==> config.mk <==
export PLATFORM = sky130hd
export DESIGN_NAME = freq_counter_ctrl_mc
export DESIGN_NICKNAME = d
export VERILOG_FILES = /design/src/rtl/freq_counter_ctrl_mc.sv
export SDC_FILE = /design/constraint.sdc
export NUM_CORES = 1
export LEC_CHECK = 0
export ABC_AREA = 1
export BUFFER_PORTS_ARGS = -buffer_cell sky130_fd_sc_hd__buf_2
export CELL_PAD_IN_SITES_DETAIL_PLACEMENT = 1
export CELL_PAD_IN_SITES_GLOBAL_PLACEMENT = 1
export CORE_MARGIN = 3
export CORE_UTILIZATION = 43
export DETAILED_ROUTE_END_ITERATION = 16
export GPL_TIMING_DRIVEN = 0
export PLACE_DENSITY = 0.92
export RECOVER_POWER = 50
export SLEW_MARGIN = 20
export SYNTH_ARGS = -nofsm -noshare
export SYNTH_HDL_FRONTEND = slang
export SYNTH_SLANG_ARGS = --single-unit
==> constraint.sdc <==
create_clock -name clock -period 2.3 [get_ports clock]
set_input_delay 0 -clock clock [delete_from_list [all_inputs] [get_ports clock]]
set_output_delay 0 -clock clock [all_outputs]
set_load 0.05 [all_outputs]
==> src/rtl/freq_counter_ctrl_mc.sv <==
// rtl/freq_counter_ctrl_mc.sv - multi-channel frequency-counter control register slave
// Optional overrun tracking enabled by defining FREQ_CTRL_OVERRUN_EN.
module freq_counter_ctrl_mc #(
   parameter int                    ADDR_WIDTH = 8,
   parameter int                    DATA_WIDTH = 32,
   parameter int                    NCHAN      = 4,
   parameter logic [DATA_WIDTH-1:0] MAGIC      = 'h0B
) (
   input  logic                        clock,
   input  logic                        nreset,
   input  logic [ADDR_WIDTH-1:0]       address,
   input  logic                        read,
   output logic [DATA_WIDTH-1:0]       readdata,
   output logic                        readdatavalid,
   input  logic                        write,
   input  logic [DATA_WIDTH-1:0]       writedata,
   output logic                        irq,
   output logic [DATA_WIDTH-1:0]       cycle_count,
   output logic [DATA_WIDTH-1:0]       input_select,
   output logic [NCHAN-1:0]            enable,
   output logic [NCHAN-1:0]            busy,
   input  logic [NCHAN-1:0]            done,
   input  logic [NCHAN*DATA_WIDTH-1:0] edge_count
);
   localparam logic [ADDR_WIDTH-1:0] A_INPUT_SEL  = ADDR_WIDTH'(8'h00);
   localparam logic [ADDR_WIDTH-1:0] A_CYCLECOUNT = ADDR_WIDTH'(8'h01);
   localparam logic [ADDR_WIDTH-1:0] A_CTRL       = ADDR_WIDTH'(8'h02);
   localparam logic [ADDR_WIDTH-1:0] A_START      = ADDR_WIDTH'(8'h03);
   localparam logic [ADDR_WIDTH-1:0] A_IRQ_STATUS = ADDR_WIDTH'(8'h04);
   localparam logic [ADDR_WIDTH-1:0] A_IRQ_MASK   = ADDR_WIDTH'(8'h05);
   localparam logic [ADDR_WIDTH-1:0] A_MAGIC      = ADDR_WIDTH'(8'h06);
   localparam logic [ADDR_WIDTH-1:0] A_BUSY       = ADDR_WIDTH'(8'h07);
   localparam logic [ADDR_WIDTH-1:0] A_RESULT     = ADDR_WIDTH'(8'h10);

   typedef enum logic {S_IDLE, S_RUN} state_t;

   state_t                r_state [NCHAN];
   logic [DATA_WIDTH-1:0] r_result [NCHAN];
   logic [DATA_WIDTH-1:0] r_input_sel;
   logic [DATA_WIDTH-1:0] r_cycle_count;
   logic                  r_cont;
   logic [NCHAN-1:0]      r_irq_status;
   logic [NCHAN-1:0]      r_irq_mask;
   logic [NCHAN-1:0]      r_enable;
   logic [NCHAN-1:0]      r_done_q;
   logic [DATA_WIDTH-1:0] r_readdata;
   logic                  r_readdatavalid;

   logic [NCHAN-1:0]      w_done_rise;
   logic [NCHAN-1:0]      w_capture;
   logic [NCHAN-1:0]      w_start;
   logic [NCHAN-1:0]      w_w1c;
   logic [DATA_WIDTH-1:0] w_rdata;
   logic                  w_irq_ovr;

`ifdef FREQ_CTRL_OVERRUN_EN
   localparam logic [ADDR_WIDTH-1:0] A_OVERRUN     = ADDR_WIDTH'(8'h08);
   localparam logic [ADDR_WIDTH-1:0] A_OVERRUN_CNT = ADDR_WIDTH'(8'h09);

   logic [NCHAN-1:0]      r_overrun;
   logic [DATA_WIDTH-1:0] r_ovr_cnt;
   logic [NCHAN-1:0]      w_ovr_event;
   logic [NCHAN-1:0]      w_ovr_w1c;
   logic [4:0]            w_ovr_inc;
   logic [DATA_WIDTH:0]   w_ovr_sum;

   always_comb begin
      w_ovr_event = w_capture & r_irq_status;
      w_ovr_w1c   = (write && address == A_OVERRUN) ? writedata[NCHAN-1:0] : '0;
      w_ovr_inc   = '0;
      for (int c = 0; c < NCHAN; c++) w_ovr_inc = w_ovr_inc + 5'(w_ovr_event[c]);
      w_ovr_sum   = {1'b0, r_ovr_cnt} + (DATA_WIDTH+1)'(w_ovr_inc);
      w_irq_ovr   = |(r_overrun & r_irq_mask);
   end

   always_ff @(posedge clock or negedge nreset) begin
      if (!nreset) begin
         r_overrun <= '0;
         r_ovr_cnt <= '0;
      end else begin
         r_overrun <= (r_overrun & ~w_ovr_w1c) | w_ovr_event;
         if (write && address == A_OVERRUN_CNT)
            r_ovr_cnt <= '0;
         else if (w_ovr_sum[DATA_WIDTH])
            r_ovr_cnt <= '1;
         else
            r_ovr_cnt <= w_ovr_sum[DATA_WIDTH-1:0];
      end
   end
`else
   assign w_irq_ovr = 1'b0;
`endif

   always_comb begin
      w_done_rise = done & ~r_done_q;
      w_start     = (write && address == A_START) ? writedata[NCHAN-1:0] : '0;
      w_w1c       = (write && address == A_IRQ_STATUS) ? writedata[NCHAN-1:0] : '0;
      for (int c = 0; c < NCHAN; c++) begin
         w_capture[c] = (r_state[c] == S_RUN) && w_done_rise[c];
         busy[c]      = (r_state[c] == S_RUN);
      end
   end

   always_comb begin
      w_rdata = '0;
      case (address)
         A_INPUT_SEL:   w_rdata = r_input_sel;
         A_CYCLECOUNT:  w_rdata = r_cycle_count;
         A_CTRL:        w_rdata[0] = r_cont;
         A_IRQ_STATUS:  w_rdata[NCHAN-1:0] = r_irq_status;
         A_IRQ_MASK:    w_rdata[NCHAN-1:0] = r_irq_mask;
         A_MAGIC:       w_rdata = MAGIC;
         A_BUSY:        w_rdata[NCHAN-1:0] = busy;
`ifdef FREQ_CTRL_OVERRUN_EN
         A_OVERRUN:     w_rdata[NCHAN-1:0] = r_overrun;
         A_OVERRUN_CNT: w_rdata = r_ovr_cnt;
`endif
         default:       w_rdata = '0;
      endcase
      for (int c = 0; c < NCHAN; c++)
         if (address == A_RESULT + ADDR_WIDTH'(c)) w_rdata = r_result[c];
   end

   always_ff @(posedge clock or negedge nreset) begin
      if (!nreset) begin
         for (int c = 0; c < NCHAN; c++) begin
            r_state[c]  <= S_IDLE;
            r_result[c] <= '0;
         end
         r_input_sel     <= '0;
         r_cycle_count   <= '0;
         r_cont          <= 1'b0;
         r_irq_status    <= '0;
         r_irq_mask      <= '0;
         r_enable        <= '0;
         r_done_q        <= '0;
         r_readdata      <= '0;
         r_readdatavalid <= 1'b0;
      end else begin
         r_done_q        <= done;
         r_readdatavalid <= read;
         r_readdata      <= read ? w_rdata : '0;
         if (write && address == A_INPUT_SEL)  r_input_sel   <= writedata;
         if (write && address == A_CYCLECOUNT) r_cycle_count <= writedata;
         if (write && address == A_CTRL)       r_cont        <= writedata[0];
         if (write && address == A_IRQ_MASK)   r_irq_mask    <= writedata[NCHAN-1:0];
         // a capture in the same cycle as its W1C keeps the status bit set
         r_irq_status <= (r_irq_status & ~w_w1c) | w_capture;
         for (int c = 0; c < NCHAN; c++) begin
            r_enable[c] <= 1'b0;
            case (r_state[c])
               S_IDLE: if (w_start[c]) begin
                  r_state[c]  <= S_RUN;
                  r_enable[c] <= 1'b1;
               end
               S_RUN: if (w_capture[c]) begin
                  r_result[c] <= edge_count[c*DATA_WIDTH +: DATA_WIDTH];
                  if (r_cont) r_enable[c] <= 1'b1;
                  else        r_state[c]  <= S_IDLE;
               end
               default: r_state[c] <= S_IDLE;
            endcase
         end
      end
   end

   assign readdata      = r_readdata;
   assign readdatavalid = r_readdatavalid;
   assign cycle_count   = r_cycle_count;
   assign input_select  = r_input_sel;
   assign enable        = r_enable;
   assign irq           = (|(r_irq_status & r_irq_mask)) | w_irq_ovr;
endmodule

======== Word-level counts from Yosys, hierarchy flattened ========
Cells that the tools add are included.
operators by class
  eq/ne operators ......................... 11
  multiplexer cells ....................... 31
  bitwise gates (word level) .............. 10
  reductions and logical operators ........ 16
operators by type and width
  cell                                                             count
  32-bit 2-to-1 mux                                                5
  28-bit one-hot mux with 2 select lines                           1
  8-bit by 3-bit == test with 1-bit output, second input constant  4
  8-bit by 5-bit == test with 1-bit output, second input constant  4
  3-bit one-hot mux with 6 select lines                            1
  8-bit by 2-bit == test with 1-bit output, second input constant  2
  1-bit one-hot mux with 2 select lines                            8
  1-bit 2-to-1 mux                                                 13
  4-bit bitwise AND                                                3
  1-bit logical AND                                                10
  8-bit by 1-bit == test with 1-bit output, second input constant  1
  8-bit logical NOT                                                1
  4-bit 2-to-1 mux                                                 2
  4-bit inverter                                                   2
  2-bit AND reduction                                              4
  1-bit one-hot mux with 7 select lines                            1
  1-bit inverter                                                   4
  4-bit OR                                                         1
  4-bit OR reduction                                               1
storage, ports and cells
  flip-flop bits (word level) ............. 246
  bits of input ports ..................... 176
  output and inout bits ................... 106
  word-level logic and storage cells ...... 85

======== Logic depth before layout (Yosys ltp) ========
  depth after elaboration ................. 7
  mapped depth ............................ 12

======== Worst setup path after synthesis ========
OpenSTA, ideal clock, no wires.
  path kind ............................... reg2reg
  from .................................... register r_state (netlist bit busy[3])
  to ...................................... register r_result[10] (netlist bit)
  setup time .............................. 0.125 ns
  arrival time ............................ 1.507 ns
  slack ................................... 0.668 ns
  cell stages (with the launch flop) ...... 6
  buffers on the path ..................... 1
  clock period less this slack ............ 1.632 ns
  cells stage by stage .................... dfrtp_1 inv_1 nor2_1 nand2_1 buf_2 mux2_2
between the ends
  word-level cells in the longest chain between the ends .. 2
ends and longest elaborated chain
  what                              RTL line  RTL
  start: declaration                37        state_t r_state [NCHAN];
  start signal: indexed assignment  127       r_state[c] <= S_IDLE;
  start signal: indexed assignment  153       r_state[c] <= S_RUN;
  start signal: indexed assignment  159       else r_state[c] <= S_IDLE;
  1-bit logical AND                 99        w_capture[c] = (r_state[c] == S_RUN) && w_done_rise[c];
  2-bit AND reduction (no line) *   -
  end signal: indexed assignment    157       r_result[c] <= edge_count[c*DATA_WIDTH +: DATA_WIDTH];
  end: declaration                  38        logic [DATA_WIDTH-1:0] r_result [NCHAN];
Mark *: on every way between the ends. The rest lies on a longest branch, timed or not.
A chain may end at the register's enable or synchronous reset.

======== Worst setup path after layout ========
  from .................................... register r_state (netlist bit busy[1])
  to ...................................... register r_result[89] (netlist bit)
The elaborated chain is that of the path after synthesis.

==> impl_metrics.tcl <==
set metrics [dict create \
    status "complete, but fails checks" \
    failed_checks "max-capacitance violations, max-slew violations" \
    gp_congestion 0.8864 \
    power_density_normalized_to_cell_area_nw_per_um2 745.1 \
    multi_input_comb_area_um2 3745 \
    synth_edf_count 0 \
    cts_tree "built" \
    detailed_place_hpwl_mm 28.78 \
    effective_utilization_at_floorplan 0.4401 \
    max_freq_mhz 517.8 \
    synth_top_cell_by_area "dfrtp_1" \
    port_buffers 281 \
    critical-path-top-delay-family "buffers and inverters" \
    routedWlPerCell_um 26.83 \
    ys_async_sr_fraction 1.000 \
    crit_path_cell_trace "inv_1, nor2_1, nand2_1, buf_2, mux2_2" \
    ctsLongestPathBuffers 3 \
    critical_path_buf_inv_count 2 \
    detailedRoute.firstPassIterationCount 5 \
    dieArea_um2 26070 \
    cts_post_setup_buffers_inserted 0 \
    detail_route.drc_violations 0 \
    reg2reg_slack_ns 0.37 \
    slew_viol_final 65 \
    timing_hold_violations_final 0 \
    final_nets 1641 \
    grt_overflow_total 0 \
    drt.antenna.violating_nets 0 \
    number_of_stages_on_the_worst_hold_path 4 \
    cts-buffers-inserted 27 \
    cp_slowest_cell "dfrtp_1" \
    layout_worst_path_cycle_share 0.8396 \
    synthSimpleGateAreaFrac 0.1208 \
    postLayoutSetupSlackWorst_ns 0.3689 \
    total_power_mw 11.00 \
    post_synth_main_area_contributors "dfrtp_1, mux2_2, nand2_1" \
    tightestPinTransition_ns 1.749 \
    setup_viol 0 \
    resized_after_cts 0 \
    synthDominantCellAreaShare 0.5923 \
    grt_pass1_wl_mm 72.67 \
    mux_cell_area_share_after_synthesis 0.1387 \
    grt_setup_unrepaired "false" \
    grt_antenna_before_repair 6 \
    via_to_cell_ratio 5.653 \
    crit_path_dat_ns 2.34 \
    worst_hold_path.endpoint "r_cont$_DFFE_PN0P_" \
    timing.critical_path.to_type "flop" \
    routed-via-count 10240 \
    clock_sinks 246 \
    mappedNetlistArea_um2 10390 \
    yosysSeqAreaShare 0.5923 \
    max-cap-violations 1 \
    critPathRequiredTime_ns 2.71 \
    slowest_delay_ns 0.44 \
    layout.cells.most_common "buf_2" \
    area.growth.synth_to_final_pct 42.08 \
    layout-drive-gt1-share 0.3089 \
    drt_first_iter_violations 718 \
    clkTransAtPathRegs_ns 0.06 \
    ys_dominant_reg_cell "dfrtp_1" \
    grt_usage 0.3712 \
    seq_area_um2 6156 \
    synth_fa_ha_area_frac 0 \
    path_type_of_the_worst_min_delay_path "input port to flop" \
    p_leak_nw 7.529 \
    vias_in_the_first_global_route 11690 \
    synth-warning-count 0 \
    die_height_um 161.5 \
    reg2reg_to "r_result[89]$_DFFE_PN0P_" \
    row_count 56 \
    final_core_util 0.6253 \
    clock_skew_ns 0.01160 \
    hp-start "address[1]" \
    yosysUniqueCellTypes 27 \
    synthesis.nets 1161 \
    synth.avg_cell_area_um2 10.55 \
    critical_path_peak_fanout 10 \
    cell_depth_of_the_worst_flop_to_flop_path 5 \
    grt_max_degree 99 \
    totalNegativeSetupSlack_ns 0 \
    wirelength_mm 48.62 \
    clock_latency_ns 0.53 \
    io_pins 282 \
    htree_num_levels 1 \
    detailedPlace.worstSlack_ns 0.4117 \
    synthesized_area_fraction_occupied_by_ao_oa_aoi_and_oai_cells 0.1021 \
    postSynthRegisterBits 246 \
    final_period_minus_worst_setup_slack_ns 1.931 \
    number_of_standard_cells_after_synthesis 985 \
    synth_top_family_by_area "multiplexers" \
    yosys.area_share.xor_xnor 0 \
    design.core.area_um2 23610 \
    timing.max_slew.rel_slack -0.1660 \
    worstSetupStartpointType "flop" \
    timing.setup.critical_path_class "flop to flop" \
    filler_cell_count 2619 \
    r2r-start "busy[1]$_DFF_PN0_" \
    layout.cells.most_common_list "buf_2, dfrtp_1, nand2_1" \
    vdd.ir_drop.worst_mv 0.5976 \
    die_x_um 161.5 \
    clock-root-buffer "clkbuf_16" \
]
-- area by class of cell --
class / count / share of cell area
sequential: 246 / 0.4169
multi-input combinational: 631 / 0.2536
timing repair buffer: 451 / 0.2094
clock buffer: 45 / 0.05576
tap: 319 / 0.02703
buffer: 51 / 0.01771
inverter: 57 / 0.01449
clock inverter: 5 / 0.003898
antenna: 7 / 0.001186
-- through the flow --
step           instances  area (um^2)  hold WS [ns]
6_report            1812        14770       0.05812
5_1_grt             1811        14760       0.09056
4_1_cts             1805        14830       0.02272
3_5_place_dp        1587        12260      -0.01360
3_3_place_gp        1585        12200        0.1237
2_1_floorplan        985        10390       -0.2956
-- report_power, final --
part / internal (mW) / total (mW) / switching [mW]
logic: 0.679 / 1.46 / 0.780
registers: 4.79 / 5.14 / 0.355
clock network: 2.55 / 4.40 / 1.86
-- worst min-delay path: stages --
cell	delay, ns
buf_2	0.13
nand2_1	0.13
nor2_1	0.11
a31oi_1	0.17
-- metal layers --
| layer | vias to the layer above | global-route usage | routed length, um |
|---|---|---|---|
| met5 | - | 0 | 0 |
| met1 | 5194 | 0.4238 | 17860 |
| met2 | 585 | 0.6633 | 24860 |
| met3 | 167 | 0.06874 | 3205 |
| li1 | 4298 | - | - |
| met4 | 0 | 0.1916 | 2697 |
-- Yosys cell counts, drive strengths merged (7+ instances only) --
cell	instances
nor2	29
dfrtp	246
o21ai	140
buf	40
nand4	7
a31oi	24
nand3	47
nand2	212
clkbuf	11
mux2	128
a21oi	40
inv	57
-- repair_timing --
item                                   in CTS  in global routing
endpoints found under the hold margin     462                  0
setup endpoints to repair                   0                  0
hold buffers                              168                  0
-- kinds of logic (layout without fill, tap and decap cells) --
kind of cell | after synthesis | in the layout
buf+inv | 108 | 609
simple gates | 299 | 299
other cells | 0 | 7
flops | 246 | 246
mux | 128 | 128
compound gates | 204 | 204
-- flip-flops by register name (all words and copies together) (netlist names) --
register and count:
busy 4, cycle_count 32, enable 4, input_select 32, r_cont 1, r_done_q 4
r_irq_mask 4, r_irq_status 4, r_result 128, readdata 32, readdatavalid 1
-- worst max-delay path by stage --
stage                      startpoint                         to  slack, ns  depth (start not counted)
finish              busy[1]$_DFF_PN0_   r_result[89]$_DFFE_PN0P_       0.37                          5
global route        busy[0]$_DFF_PN0_  r_result[106]$_DFFE_PN0P_       0.27                          5
CTS                 busy[0]$_DFF_PN0_  r_result[107]$_DFFE_PN0P_       0.41                          5
detailed placement         address[7]     readdata[30]$_DFF_PN0_       0.41                          7
global placement               nreset   r_result[84]$_DFFE_PN0P_      -3.10                          1
floorplan           busy[3]$_DFF_PN0_   r_result[10]$_DFFE_PN0P_       0.67                          5
Power figures use the tool's default switching activity.
